--- src/rtl/csr_unit.sv ---
// rtl/csr_unit.sv - Zicsr register file: scratch CSRs, tohost, optional cycle/instret counters (CSR_COUNTERS_EN)
module csr_unit #(
    parameter int          XLEN        = 32,
    parameter int          NUM_SCRATCH = 4,
    parameter logic [11:0] TOHOST_ADDR = 12'h51E
) (
    input  logic            clk,
    input  logic            reset,
    input  logic            stall,
    input  logic            csr_valid,
    input  logic [2:0]      csr_funct,
    input  logic [11:0]     csr_addr,
    input  logic [4:0]      csr_rs1_idx,
    input  logic [XLEN-1:0] csr_rs1_data,
    input  logic            retire,
    output logic [XLEN-1:0] csr_rd_data,
    output logic            csr_illegal,
    output logic [XLEN-1:0] tohost,
    output logic            tohost_valid
);

    localparam logic [11:0] SCRATCH_BASE = 12'h340;

    logic [XLEN-1:0] scratch_q [NUM_SCRATCH];
    logic [XLEN-1:0] tohost_q;
    logic            tohost_valid_q;

    logic [XLEN-1:0] old_val;
    logic [XLEN-1:0] src_val;
    logic [XLEN-1:0] new_val;
    logic            mapped;
    logic            is_tohost;
    logic            is_ro;
    logic            bad_funct;
    logic            wr_intent;
    logic            we;

`ifdef CSR_COUNTERS_EN
    logic [63:0] cycle_q;
    logic [63:0] instret_q;
`else
    logic unused_retire;
    assign unused_retire = retire;
`endif

    // Operand selection: immediate forms use the zero-extended rs1 field.
    assign src_val   = csr_funct[2] ? {{(XLEN-5){1'b0}}, csr_rs1_idx} : csr_rs1_data;
    assign bad_funct = (csr_funct[1:0] == 2'b00);
    // Set/clear with rs1 field zero is a pure read and never writes.
    assign wr_intent = (csr_funct[1:0] == 2'b01) || (csr_rs1_idx != 5'd0);

    // Address decode and old-value read mux.
    always_comb begin
        old_val   = '0;
        mapped    = 1'b0;
        is_tohost = 1'b0;
        is_ro     = 1'b0;
        for (int i = 0; i < NUM_SCRATCH; i++) begin
            if (csr_addr == SCRATCH_BASE + 12'(i)) begin
                mapped  = 1'b1;
                old_val = scratch_q[i];
            end
        end
        if (csr_addr == TOHOST_ADDR) begin
            mapped    = 1'b1;
            is_tohost = 1'b1;
            old_val   = tohost_q;
        end
`ifdef CSR_COUNTERS_EN
        case (csr_addr)
            12'hC00: begin mapped = 1'b1; is_ro = 1'b1; old_val = cycle_q[31:0];    end
            12'hC80: begin mapped = 1'b1; is_ro = 1'b1; old_val = cycle_q[63:32];   end
            12'hC02: begin mapped = 1'b1; is_ro = 1'b1; old_val = instret_q[31:0];  end
            12'hC82: begin mapped = 1'b1; is_ro = 1'b1; old_val = instret_q[63:32]; end
            default: ;
        endcase
`endif
    end

    // Fault check, write-enable and read-modify-write value.
    always_comb begin
        csr_illegal = csr_valid && (!mapped || bad_funct || (is_ro && wr_intent));
        we          = csr_valid && !stall && !csr_illegal && wr_intent;
        csr_rd_data = (csr_valid && !csr_illegal) ? old_val : '0;
        case (csr_funct[1:0])
            2'b01:   new_val = src_val;
            2'b10:   new_val = old_val | src_val;
            2'b11:   new_val = old_val & ~src_val;
            default: new_val = old_val;
        endcase
    end

    // Scratch bank commit.
    always_ff @(posedge clk or negedge reset) begin
        if (!reset) begin
            for (int i = 0; i < NUM_SCRATCH; i++) scratch_q[i] <= '0;
        end else begin
            for (int i = 0; i < NUM_SCRATCH; i++) begin
                if (we && csr_addr == SCRATCH_BASE + 12'(i)) scratch_q[i] <= new_val;
            end
        end
    end

    // tohost commit; the valid pulse is recomputed every cycle so it self-clears.
    always_ff @(posedge clk or negedge reset) begin
        if (!reset) begin
            tohost_q       <= '0;
            tohost_valid_q <= 1'b0;
        end else begin
            tohost_valid_q <= we && is_tohost && (new_val != '0);
            if (we && is_tohost) tohost_q <= new_val;
        end
    end

`ifdef CSR_COUNTERS_EN
    // Free-running cycle counter and stall-gated instret counter, both wrap silently.
    always_ff @(posedge clk or negedge reset) begin
        if (!reset) begin
            cycle_q   <= '0;
            instret_q <= '0;
        end else begin
            cycle_q <= cycle_q + 64'd1;
            if (retire && !stall) instret_q <= instret_q + 64'd1;
        end
    end
`endif

    assign tohost       = tohost_q;
    assign tohost_valid = tohost_valid_q;

endmodule

--- config.mk ---
export PLATFORM = sky130hd
export DESIGN_NAME = csr_unit
export DESIGN_NICKNAME = d
export VERILOG_FILES = /design/src/rtl/csr_unit.sv
export SDC_FILE = /design/constraint.sdc
export NUM_CORES = 1
export LEC_CHECK = 0
export CORE_MARGIN = 3
export CORE_UTILIZATION = 55
export DETAILED_ROUTE_END_ITERATION = 16
export PLACE_DENSITY = 0.82
export SLEW_MARGIN = 10
export SYNTH_ARGS = -nofsm -noshare
export SYNTH_HDL_FRONTEND = slang
export SYNTH_SLANG_ARGS = --single-unit
--- constraint.sdc ---
create_clock -name clk -period 5.2 [get_ports clk]
set_input_delay 1.56 -clock clk [delete_from_list [all_inputs] [get_ports clk]]
set_output_delay 1.56 -clock clk [all_outputs]
set_load 0.005 [all_outputs]
# Yosys cells after proc, flatten, opt, wreduce, memory -nomap -nowiden
# Cells that the tools add are included.
# totals
wordCells,50
output_inout_bits,66
rom_bits,0
memories,0
input_bits,57
ramBits,0
regBits,161
latchBits,0
# classes
shifts,0
order_cmp,0
n_addsub,0
n_bitwise,3
multipliers,0
n_reduce_logical,19
div,0
mux,14
n_eq_ne,8
# ops
cell,n
$mux 32,7
$pmux 32 s3,1
$eq 12x10->1 const B,4
$and 32x32->32,1
$not 32->32,1
$or 32x32->32,1
$reduce_bool 32->1,1
$eq 12x11->1 const B,1
$logic_and 1x1->1,11
$mux 1,6
$reduce_bool 5->1,1
$eq 2x2->1 const B,2
$logic_not 1->1,3
$eq 2x1->1 const B,1
$logic_not 2->1,1
$logic_or 1x1->1,2

# Longest topological paths before layout
# depth
word_depth,14
mapped_depth,11
depth_no_buf,7

# Worst setup path before layout
# No wires, ideal clock.
# synth_path
path_type,in2out
startpoint,in csr_addr[0]
endpoint,out csr_rd_data[11]
path_buffers,5
t_arrival_ps,3145
path_stages,11
setup_slack_ps,495
t_required_ps,3640
cell_sequence,buf_6 > and4b_1 > buf_2 > and3_4 > buf_6 > buf_6 > nor2_1 > nor2_1 > nand2_1 > clkbuf_1 > a21oi_1
# synth_via
elab_chain_cells,12
word_cells_on_any_way,21
cone_classes,eq/ne (5); mux (11); reduce/logical (5)
# synth_lines
element,line,text
"start, declared",12,"input logic [11:0] csr_addr,"
$eq 12x10->1,59,if (csr_addr == SCRATCH_BASE + 12'(i)) begin
$mux 1 (4 in a row),59,
$mux 1,64,if (csr_addr == TOHOST_ADDR) begin
$logic_not 1->1,82,csr_illegal = csr_valid && (!mapped || bad_funct || (is_ro && wr_intent));
$logic_or 1x1->1,82,
$logic_and 1x1->1,82,
$logic_not 1->1,84,csr_rd_data = (csr_valid && !csr_illegal) ? old_val : '0;
$logic_and 1x1->1,84,
$mux 32 (*),84,
"end, declared",16,"output logic [XLEN-1:0] csr_rd_data,"
# Mark *: on every way between the ends. The rest lies on a longest branch, timed or not.

# Final worst setup path
# layout_path
startpoint,in csr_addr[8]
endpoint,out csr_rd_data[0]
# The elaborated chain is that of the path after synthesis.

==> flow_metrics.py <==
metrics = {
    "timing": {
        "drv_slew": 0,
        "tightest_slew_ns": 0.984,
        "finalSetupViolCount": 2,
        "slew_headroom_pct": 34.4,
        "period_share_pct": 101,
        "clock_skew_ns": 0.00561,
        "setup_ws_ns": -0.0439,
        "rsz0062_at_grt": "true",
        "min_period_ns": 5.24,
        "fmax_mhz": 191,
        "finalHoldViolations": 0,
    },
    "worst_setup_path": {
        "worstReg2RegStart": "scratch_q[66]$_DFFE_PN0P_",
        "slowest_delay_ns": 0.51,
        "cp.arrival_ns": 3.68,
        "critPathLaunchType": "input pin",
        "cp-end-kind": "output port",
        "slowest_stage": "clkdlybuf4s50_1",
        "cp_max_fo": 19,
        "cp_common_cell": "clkdlybuf4s50_1",
        "crit_buf_inv": 4,
        "critPathKind": "input pin to output port",
        "r2r_end": "tohost_valid$_DFF_PN0_",
        "reg2reg_slack_ns": 2.43,
        "worstPathRequired_ns": 3.64,
        "r2r_cells": 8,
        "critPathTopFamily": "buffers and inverters",
        "cp_cell_sequence": "clkdlybuf4s50_1, nor4b_4, buf_4, and3_4, buf_6, and2_1, a21oi_1, nor2_1, clkdlybuf4s50_1",
    },
    "yosys": {
        "synth-async-reset-ratio_pct": 100,
        "synth_edf_count": 0,
        "netlist_area_um2": 8490,
        "yosys_register_bits": 161,
        "ys_seq_area_share_pct": 47.4,
        "syn-num-nets": 944,
        "syn_inst": 887,
        "synthFlopType": "dfrtp_1",
        "yosysTopAreaCell": "dfrtp_1",
        "syn_avg_cell_area_um2": 9.58,
        "yosys_warnings": 0,
        "synth_top_area_share_pct": 47.4,
        "ys_types": 54,
        "synth_area_leaders": "dfrtp_1 (47%), nand2_1 (9.4%), o21ai_0 (8.2%), mux4_2 (7.2%), xnor2_1 (2.3%)",
    },
    "pwr": {
        "netSwitchingFraction_pct": 23.4,
        "intPower_mw": 2.11,
        "p_sw_uw": 646,
        "p_per_area_nw_per_um2": 254,
        "clockPowerShare_pct": 45.3,
        "vdd_ir_drop_max_mv": 0.239,
        "total_power_mw": 2.76,
        "pwr-share-comb_pct": 9.2,
        "power_leakage_nw": 4.81,
        "seq_power_share_pct": 45.4,
    },
    "final_layout": {
        "fin_cells": 1222,
        "final_layout_size_suffix_gt1_share_pct": 16.0,
        "area_growth_pct": 27.9,
        "final_cell_area_um2": 10900,
        "n_antenna_cell": 0,
        "num-nets-final": 1083,
    },
    "die": {
        "core_area_um2": 14800,
        "rows": 44,
        "initial_core_util_pct": 57.4,
        "fp.dieArea_um2": 17000,
        "die_w_um": 130,
        "pin_count": 123,
        "die_h_um": 130,
    },
    "outcome": {
        "violations": "negative setup slack",
        "status": "finished, violations left",
    },
    "routing": {
        "vias_per_cell": 6.35,
        "antenna_left": 0,
        "num_vias": 7765,
        "drc": 0,
        "dr.pass1.iters": 5,
        "routed_wirelength_um": 25700,
        "first_iter_violations": 699,
        "wire_per_inst_um": 21.1,
    },
    "clocking": {
        "cts_tree": "done",
        "worstSkewPairLatency_ns": 0.43,
        "cts.sinks": 161,
        "cts_root_buf": "clkbuf_16",
        "cts_buffers": 17,
        "clk_pin_slew_ns": 0.06,
        "htree_levels": 4,
        "clockBufferDepth": 2,
    },
    "place": {
        "pre_cts_slack_ns": -0.252,
        "dp_cells": 1186,
        "hpwlAfterDp_um": 17000,
        "routabilityCongestion": 0.847,
        "place_area_um2": 10200,
        "port-buffer-count": 121,
    },
    "min_path": {
        "whs_endpoint": "scratch_q[95]$_DFFE_PN0P_",
        "holdPathStages": 2,
        "min_from": "scratch_q[95]$_DFFE_PN0P_",
        "hold_class": "flip-flop to flip-flop",
    },
    "global_routing": {
        "grt_usage_pct": 31.2,
        "grt_first_pass_wirelength_um": 40700,
        "first_global_vias": 7955,
        "antenna_found_initial": 0,
        "overflow": 0,
        "grt_max_degree": 106,
    },
    "flow_run": {
        "max_cap_violations": 0,
    },
}
## power groups by stage
stage	Combinational [mW]	Sequential, mW	Clock (mW)
6_report	0.255	1.25	1.25
5_1_grt	0.275	1.25	1.31
4_1_cts	0.254	1.25	1.26
3_5_place_dp	0.252	1.28	0
3_3_place_gp	0.247	1.28	0
2_1_floorplan	0.128	1.28	0
## layout make-up
type / instances / area, um2
multi-input combinational: 656 / 4160
sequential: 161 / 4030
fill: 1033 / 3950
timing repair buffer: 189 / 1850
clock buffer: 22 / 484
tap: 184 / 230
clock inverter: 9 / 106
inverter: 1 / 3.75
## per-stage QoR
stage	TNS [ns]	utilization (%)	hold WS, ns
2_1_floorplan	0	-	0.442
3_3_place_gp	-5.38	68.6	0.454
3_5_place_dp	-5.89	68.6	0.463
4_1_cts	-1.65	72.7	0.477
5_1_grt	-0.560	73.4	0.504
6_report	-0.0815	73.4	0.475
## sequential cells by signal, indices dropped and copies added, names as in the netlist
signal and count:
scratch_q 128, tohost_valid 1, tohost 32
## kinds of logic (layout without fill, tap and decap cells)
logic type / count (synthesis) / count (layout) / synth area share, %
mux: 39 / 39 / 9.56
xor+xnor: 22 / 22 / 2.27
flops: 161 / 161 / 47.4
simple gates: 346 / 346 / 19.0
compound gates: 249 / 249 / 17.6
buf+inv: 70 / 221 / 4.15
## cell usage in the layout (no fill, tap or decap), drive strengths merged, types with 3 or more instances in the layout
cell type and count:
nand3 4, mux2i 5, and2 6, a21o 3, nor2b 23, a32o 8
clkinvlp 3, xnor2 22, nor2 41, clkdlybuf4s50 77, buf 74, dlymetal6s2s 20
and3 5, o221a 8, dfrtp 161, and4 12, nand2b 11, o21ai 163
mux4 32, a31oi 3, a32oi 4, a22oi 7, dlygate4sd2 14, clkinv 4
nand2 212, nand4 17, clkbuf 24, a22o 12, a21oi 27, o22a 5
## worst max path at each step
| stage | startpoint | end | slack, ns | cells past startpoint |
|---|---|---|---|---|
| after floorplan | csr_addr[0] | csr_rd_data[11] | 0.50 | 11 |
| after global placement | csr_addr[5] | csr_rd_data[31] | -0.25 | 9 |
| after detailed placement | csr_addr[5] | csr_rd_data[31] | -0.25 | 9 |
| after CTS | csr_addr[11] | csr_rd_data[4] | -0.16 | 9 |
| after global routing | csr_addr[8] | csr_rd_data[0] | -0.21 | 9 |
| final | csr_addr[8] | csr_rd_data[0] | -0.04 | 9 |
## cell usage after synthesis (3+ instances only)
cell type,instances
nand2_1,212
dfrtp_1,161
o21ai_0,139
clkbuf_1,42
nor2_1,41
mux4_2,27
a21oi_1,26
o21ai_1,24
nor2b_1,23
xnor2_1,22
nand4_1,17
buf_2,12
and4_1,11
nand2b_1,11
a22o_1,10
a32o_1,8
o221a_2,8
buf_6,7
buf_4,6
and2_1,5
mux2i_1,5
mux4_1,5
o22a_1,5
a22oi_1,4
a32oi_1,4
and3_1,4
nand3_1,4
a21o_1,3
a22oi_2,3
a31oi_1,3
## worst min-delay path, stage by stage (launching register included)
cell and delay (ns):
dfrtp_1 0.34, nand2_1 0.04, o21ai_0 0.06
## per-layer routing
layer  GRT usage (%)  vias to the layer above  wire length (um)
met4            14.4                        0               891
li1                -                     3450                 -
met3            6.55                       88              2310
met5               0                        -                 0
met2            51.5                      480             12500
met1            39.6                     3747             10100
## timing repair
item                                    4_1_cts  5_1_grt
buffers inserted                              3        2
hold buffers                                  0        0
gates resized for setup                      26       38
endpoints found under the setup margin       32       32
pin swaps                                     2        2
(Power assumes the default switching activity.)
